## src/rtl/proc_pkg.sv

```systemverilog
// Shared definitions for the ALU/register-file processor and its host-side sequencer:
// sequencer states, instruction field layout, opcodes and ALU function codes.
package proc_pkg;

    typedef enum logic [1:0] {
        ST_IDLE = 2'd0,
        ST_RUN  = 2'd1,
        ST_DONE = 2'd2
    } seq_state_e;

    localparam int OPC_LSB  = 0;
    localparam int FUNC_LSB = 3;
    localparam int REG2_LSB = 7;
    localparam int REG1_LSB = 10;
    localparam int REGW_LSB = 13;

    localparam logic [2:0]  OPC_REGWRITE = 3'b011;
    localparam logic [15:0] INST_NOP     = 16'h0000;

    typedef enum logic [3:0] {
        FUNC_AND   = 4'd0,
        FUNC_OR    = 4'd1,
        FUNC_XOR   = 4'd2,
        FUNC_NOT   = 4'd3,
        FUNC_NAND  = 4'd4,
        FUNC_NOR   = 4'd5,
        FUNC_ADD   = 4'd6,
        FUNC_SUB   = 4'd7,
        FUNC_INC   = 4'd8,
        FUNC_DEC   = 4'd9,
        FUNC_MUL   = 4'd10,
        FUNC_CMP   = 4'd11,
        FUNC_PASSA = 4'd12,
        FUNC_PASSB = 4'd13,
        FUNC_SHL   = 4'd14,
        FUNC_SHR   = 4'd15
    } alu_func_e;

    function automatic logic [15:0] make_inst(input logic [2:0] regw, input logic [2:0] reg1,
                                              input logic [2:0] reg2, input logic [3:0] func,
                                              input logic [2:0] opc);
        logic [15:0] w;
        w = 16'h0000;
        w[REGW_LSB +: 3] = regw;
        w[REG1_LSB +: 3] = reg1;
        w[REG2_LSB +: 3] = reg2;
        w[FUNC_LSB +: 4] = func;
        w[OPC_LSB  +: 3] = opc;
        return w;
    endfunction

endpackage

```

## src/rtl/seq_buf.sv

```systemverilog
// DEPTH x W buffer with synchronous write and registered read. BYPASS=1 forwards a
// same-cycle write to the read register; BYPASS=0 returns the old contents.
module seq_buf #(
    parameter int DEPTH  = 8,
    parameter int W      = 16,
    parameter int BYPASS = 0,
    parameter int AW     = $clog2(DEPTH)
) (
    input  logic          clk,
    input  logic          rst,
    input  logic          we_i,
    input  logic [AW-1:0] waddr_i,
    input  logic [W-1:0]  wdata_i,
    input  logic [AW-1:0] raddr_i,
    output logic [W-1:0]  rdata_o
);

    logic [W-1:0] mem_q [DEPTH];
    logic [W-1:0] rdata_q;

    // Storage array write port; contents are not reset
    always_ff @(posedge clk) begin
        if (we_i) begin
            mem_q[waddr_i] <= wdata_i;
        end
    end

    // Registered read port
    always_ff @(posedge clk) begin
        if (rst) begin
            rdata_q <= '0;
        end else if ((BYPASS != 0) && we_i && (waddr_i == raddr_i)) begin
            rdata_q <= wdata_i;
        end else begin
            rdata_q <= mem_q[raddr_i];
        end
    end

    assign rdata_o = rdata_q;

endmodule

```

## src/rtl/inst_sequencer.sv

```systemverilog
// Host-side initiator: loads a program byte-serially, issues each instruction for
// RES_LAT+1 cycles and captures {zero, result} into a readable result buffer.
module inst_sequencer
    import proc_pkg::*;
#(
    parameter int DEPTH   = 8,
    parameter int RES_LAT = 1,
    parameter int AW      = $clog2(DEPTH)
) (
    input  logic          clk,
    input  logic          rst,
    input  logic          clr_prog,
    input  logic          ld_valid,
    input  logic [7:0]    ld_data,
    output logic          ld_ready,
    input  logic          start,
    output logic          busy,
    output logic          done,
    output logic [AW:0]   prog_len,
    output logic [15:0]   inst_out,
    output logic          inst_valid,
    input  logic [7:0]    alu_result_in,
    input  logic          zero_in,
    input  logic [AW-1:0] rd_addr,
    output logic [8:0]    rd_data
);

    localparam int          HW        = (RES_LAT > 0) ? $clog2(RES_LAT + 1) : 1;
    localparam logic [HW-1:0] HOLD_LAST = HW'(RES_LAT);
    localparam logic [AW:0]   DEPTH_C   = (AW + 1)'(DEPTH);
    localparam logic [AW:0]   ONE_C     = (AW + 1)'(1);

    seq_state_e     state_q, state_d;
    logic [AW:0]    len_q, len_d;
    logic           phase_q, phase_d;
    logic [7:0]     low_q, low_d;
    logic [AW:0]    idx_q, idx_d;
    logic [HW-1:0]  hold_q, hold_d;
    logic           done_q, done_d;

    logic           ld_ready_s;
    logic           ib_we_s;
    logic [AW-1:0]  ib_raddr_s;
    logic [15:0]    ib_rdata_s;
    logic           rb_we_s;

    // Next-state: byte loading, start handling and instruction issue/capture
    always_comb begin
        state_d    = state_q;
        len_d      = len_q;
        phase_d    = phase_q;
        low_d      = low_q;
        idx_d      = idx_q;
        hold_d     = hold_q;
        done_d     = 1'b0;
        ib_we_s    = 1'b0;
        ib_raddr_s = '0;
        rb_we_s    = 1'b0;
        ld_ready_s = (state_q != ST_RUN) && (len_q < DEPTH_C);

        case (state_q)
            ST_IDLE, ST_DONE: begin
                if (clr_prog) begin
                    len_d   = '0;
                    phase_d = 1'b0;
                end else if (ld_valid && ld_ready_s) begin
                    if (phase_q) begin
                        ib_we_s = 1'b1;
                        len_d   = len_q + ONE_C;
                        phase_d = 1'b0;
                    end else begin
                        low_d   = ld_data;
                        phase_d = 1'b1;
                    end
                end else begin
                    len_d = len_q;
                end
                // start sees the length after this cycle's load commit
                if (start) begin
                    idx_d  = '0;
                    hold_d = '0;
                    if (len_d == '0) begin
                        state_d = ST_DONE;
                        done_d  = 1'b1;
                    end else begin
                        state_d = ST_RUN;
                    end
                end else begin
                    state_d = state_q;
                end
            end
            ST_RUN: begin
                if (hold_q == HOLD_LAST) begin
                    rb_we_s    = 1'b1;
                    hold_d     = '0;
                    idx_d      = idx_q + ONE_C;
                    ib_raddr_s = idx_d[AW-1:0];
                    if (idx_d == len_q) begin
                        state_d = ST_DONE;
                        done_d  = 1'b1;
                    end else begin
                        state_d = ST_RUN;
                    end
                end else begin
                    hold_d     = hold_q + HW'(1);
                    ib_raddr_s = idx_q[AW-1:0];
                end
            end
            default: begin
                state_d = ST_IDLE;
            end
        endcase
    end

    // State and control registers
    always_ff @(posedge clk) begin
        if (rst) begin
            state_q <= ST_IDLE;
            len_q   <= '0;
            phase_q <= 1'b0;
            low_q   <= 8'h00;
            idx_q   <= '0;
            hold_q  <= '0;
            done_q  <= 1'b0;
        end else begin
            state_q <= state_d;
            len_q   <= len_d;
            phase_q <= phase_d;
            low_q   <= low_d;
            idx_q   <= idx_d;
            hold_q  <= hold_d;
            done_q  <= done_d;
        end
    end

    // Read address is prefetched, so bypass lets a load and start in one cycle work
    seq_buf #(.DEPTH(DEPTH), .W(16), .BYPASS(1)) u_ibuf (
        .clk     (clk),
        .rst     (rst),
        .we_i    (ib_we_s),
        .waddr_i (len_q[AW-1:0]),
        .wdata_i ({ld_data, low_q}),
        .raddr_i (ib_raddr_s),
        .rdata_o (ib_rdata_s)
    );

    seq_buf #(.DEPTH(DEPTH), .W(9), .BYPASS(0)) u_rbuf (
        .clk     (clk),
        .rst     (rst),
        .we_i    (rb_we_s),
        .waddr_i (idx_q[AW-1:0]),
        .wdata_i ({zero_in, alu_result_in}),
        .raddr_i (rd_addr),
        .rdata_o (rd_data)
    );

    assign ld_ready   = ld_ready_s;
    assign busy       = (state_q == ST_RUN);
    assign inst_valid = (state_q == ST_RUN);
    assign inst_out   = (state_q == ST_RUN) ? ib_rdata_s : INST_NOP;
    assign done       = done_q;
    assign prog_len   = len_q;

endmodule

```

## config.mk

```make
export PLATFORM = sky130hd
export DESIGN_NAME = inst_sequencer
export DESIGN_NICKNAME = d
export VERILOG_FILES = /design/src/rtl/proc_pkg.sv /design/src/rtl/seq_buf.sv /design/src/rtl/inst_sequencer.sv
export SDC_FILE = /design/constraint.sdc
export NUM_CORES = 1
export LEC_CHECK = 0
export BUFFER_PORTS_ARGS = -buffer_cell sky130_fd_sc_hd__buf_4
export CORE_UTILIZATION = 60
export DETAILED_ROUTE_END_ITERATION = 10
export PLACE_DENSITY = 0.79
export SYNTH_ARGS = -nofsm -noshare
export SYNTH_HDL_FRONTEND = slang
export SYNTH_SLANG_ARGS = --single-unit
```

## constraint.sdc

```tcl
create_clock -name clk -period 5.8 [get_ports clk]
set_clock_uncertainty 0.1 [all_clocks]
set_input_delay 1.16 -clock clk [delete_from_list [all_inputs] [get_ports clk]]
set_output_delay 1.16 -clock clk [all_outputs]
set_load 0.02 [all_outputs]
```

==> key figures <==
Timing
  • Final Setup Violations: 0
  • Max-slew violation count: 0
  • Setup ws final: 2012 ps
  • Final Cycle Share: between 60% and 70%
  • Final TNS setup: 0 ps
  • Post-layout min period: approximately 3800 ps
  • Worst slew margin: between 20% and 30%
  • RSZ-0062 raised after global routing: no
  • Max Fclk: 264.0 MHz
  • Final Hold Viols: 0
  • Slew @ Worst Pin: between 1000 and 1500 ps

Clock network
  • Clock Root Buffer: clkbuf_16
  • Clock Tree Buf Depth: 3
  • TritonCTS clock tree: yes
  • Worst skew pair latency: approximately 520 ps
  • Sink Count: around 250
  • CTS Hold Bufs: 0
  • CTS buffer count: 25
  • Post-CTS Setup Inserts: 0
  • Post-cts resize count: 0
  • Htree depth: 1
  • Clock-pin slew on the worst setup and hold paths: about 60 ps

GRT
  • Final global-route overflow total: 0
  • Met3 Use GR: ~3.3%
  • GRT busiest layer: met2
  • Vias in the first global route: between 5,000 and 6,000
  • Largest net degree at the start of global routing: 72
  • First-pass GRT wire length: ~32 mm
  • GRT Util Overall: between 20% and 30%
  • Met1 Track Usage GR: about 32%
  • M2 GR Usage: about two fifths
  • Initial antenna violation count: 0

Run status
  • Outcome: finished clean

Layout
  • Commonest non-fill, non-tap cell in the layout: edfxtp_1
  • Area growth from synthesis to layout: 12.76%
  • Most frequent cells in the layout: edfxtp_1 (200), buf_4 (67), mux2i_1 (50)
  • Final-stage net count: 740
  • Layout cells sized above 1: about a fifth
  • Filler cells: ~1,100
  • # diodes: 0

Synthesis
  • Netlist cell types: slightly below 60
  • Mapped Area: 10,120 um2
  • Avg Inst Size Synth: about 15 um2
  • Cell taking the most area after synthesis: edfxtp_1
  • Warnings, synthesis: 0
  • Mapped Cells: 666
  • Synth top area cells: edfxtp_1 (59%), dfxtp_1 (9.1%), mux2i_1 (4.9%)
  • Sequential cell area fraction in the yosys report: 68.47%
  • Primary FF master, synth: edfxtp_1
  • Synthesis-stage register bit count: approximately 250
  • Share of the synthesized area in the top cell type: 59.37%
  • Synth Net Count: roughly 700
  • Async S/R FF share, synth: 0%
  • Post-synth EDFFs: 200

Floorplan
  • DIE AREA: 17,380 um2
  • Num rows: between 40 and 50
  • DIE HEIGHT: approximately 130 um
  • Core area: approximately 17,000 um2
  • Initial Util: about three fifths
  • Die width: around 130 um
  • IO Pins: slightly below 60

Power
  • Share of power burned in registers: ~52%
  • Clock Power Share: 44.8%
  • Switching Share: 19.26%
  • Comb pwr share: about 2.9%
  • Worst VDD drop: 0.2988 mV
  • Switch Pwr: between 700 and 800 uW
  • P_leak: between 0.003 and 0.004 uW
  • PwrDens: ~320 nW/um2
  • Power Internal: slightly below 3000 uW

Setup path
  • CP Launch Type: register
  • CP Capture Type: output port
  • Arrival @ worst endpoint: between 2000 and 3000 ps
  • Worst EP required: 4540 ps
  • Worst setup path category: register to output port
  • Critical Path Fanout Max: just over 70

Route
  • Number of remaining DRC errors: 0
  • Vias post-DR: slightly below 6,000
  • Vias/cell: 6.152
  • DRT iter0 DRCs: ~530
  • 1st-pass router iterations: 5
  • Final ANT Viol Nets: 0
  • Wire per inst: around 21 um
  • Final wirelength: between 20 and 25 mm

Worst hold path
  • Min-delay worst type: register to register

Place
  • Dpl ws: between 2000 and 3000 ps
  • DP Wirelength: about 12 mm
  • RePlAce Congestion: just over 0.8
  • Port Buffer Count: 57

Run
  • Max-cap violations: 0
## layout make-up
class	instances	area (um2)	share of cell area (%)
Sequential cell	246	6927	60.72
Multi-Input combinational cell	370	2823	24.74
Clock buffer	31	688.2	6.033
Timing Repair Buffer	67	503.0	4.409
Tap cell	220	275.3	2.413
Clock inverter	14	177.7	1.558
Inverter	3	13.76	0.1207
## path summary, 6_finish.rpt
check | startpoint | endpoint | slack (ps) | depth (start not counted)
worst min register to register | idx_q[3] | idx_q[3] | 400 | 1
worst min-delay path | idx_q[3] | idx_q[3] | 400 | 1
worst max-delay path | state_q[0] | inst_out[2] | 2010 | 5
worst max register to register | hold_q | u_ibuf.rdata_o[2] | 2530 | 6
## metrics by stage
step           cells  total power, uW  hold WS, ps  util (%)  area, um2
6_report         951             3695        404.4     69.03      11410
5_1_grt          951             3791        433.5     69.03      11410
4_1_cts          951             3715        406.0     69.03      11410
3_5_place_dp     906             2079        398.2     63.79      10540
3_3_place_gp     906             2074        388.9     63.79      10540
2_1_floorplan    666             2030        356.9         -      10120
## power by group through the flow
stage               sequential [uW]  combinational (uW)  clock, uW
floorplan                      1970                58.6          0
global placement               1970                 105          0
detailed placement             1970                 108          0
CTS                            1930                 109       1670
global route                   1930                 116       1740
finish                         1930                 108       1650
## worst max-delay path, cell delays in order (launching register included)
cell	delay, ps
dfxtp_1	620
nand2b_1	100
buf_4	280
inv_4	560
and2_1	240
buf_4	150
## cells in the mapped netlist, types with 2 or more instances
master / number
nor3_1: 7
clkbuf_1: 10
xnor2_1: 2
nand3_1: 38
and2_1: 18
o21bai_1: 2
nor2_1: 40
buf_4: 9
buf_2: 9
o311a_1: 16
xor2_4: 2
mux2i_1: 50
buf_1: 2
nor2b_1: 4
o21a_1: 16
a21oi_1: 39
edfxtp_1: 200
or2b_1: 8
o21ai_0: 4
o22ai_1: 16
clkbuf_8: 5
mux4_2: 18
ha_1: 2
nand2b_1: 14
a31oi_1: 3
o31ai_1: 4
nand2_1: 11
buf_6: 9
o21ai_1: 31
dfxtp_1: 46
xor2_1: 3
## cells by family (layout without fill, tap and decap cells)
group / after synthesis / after routing / synth area share (%)
flops: 246 / 246 / 68.47
fa+ha+maj: 2 / 2 / 0.2473
buf+inv: 50 / 115 / 3.772
simple gates: 152 / 152 / 8.015
mux: 68 / 68 / 8.955
compound gates: 140 / 140 / 9.289
xor+xnor: 8 / 8 / 1.249
## flip-flops by register name, indices dropped and copies added, names as in the netlist
signal          flops
u_ibuf.mem_q      128
idx_q               4
done                1
u_rbuf.rdata_o      9
u_rbuf.mem_q       72
low_q               8
phase_q             1
state_q             2
u_ibuf.rdata_o     16
prog_len            4
hold_q              1
## routing by layer
layer | routed length [um] | up-vias
li1 | - | 2638
met1 | 8383 | 2946
met2 | 10270 | 228
met3 | 1160 | 39
met4 | 500 | 0
met5 | 0 | -
No activity file was read; power rests on OpenSTA's default activity.
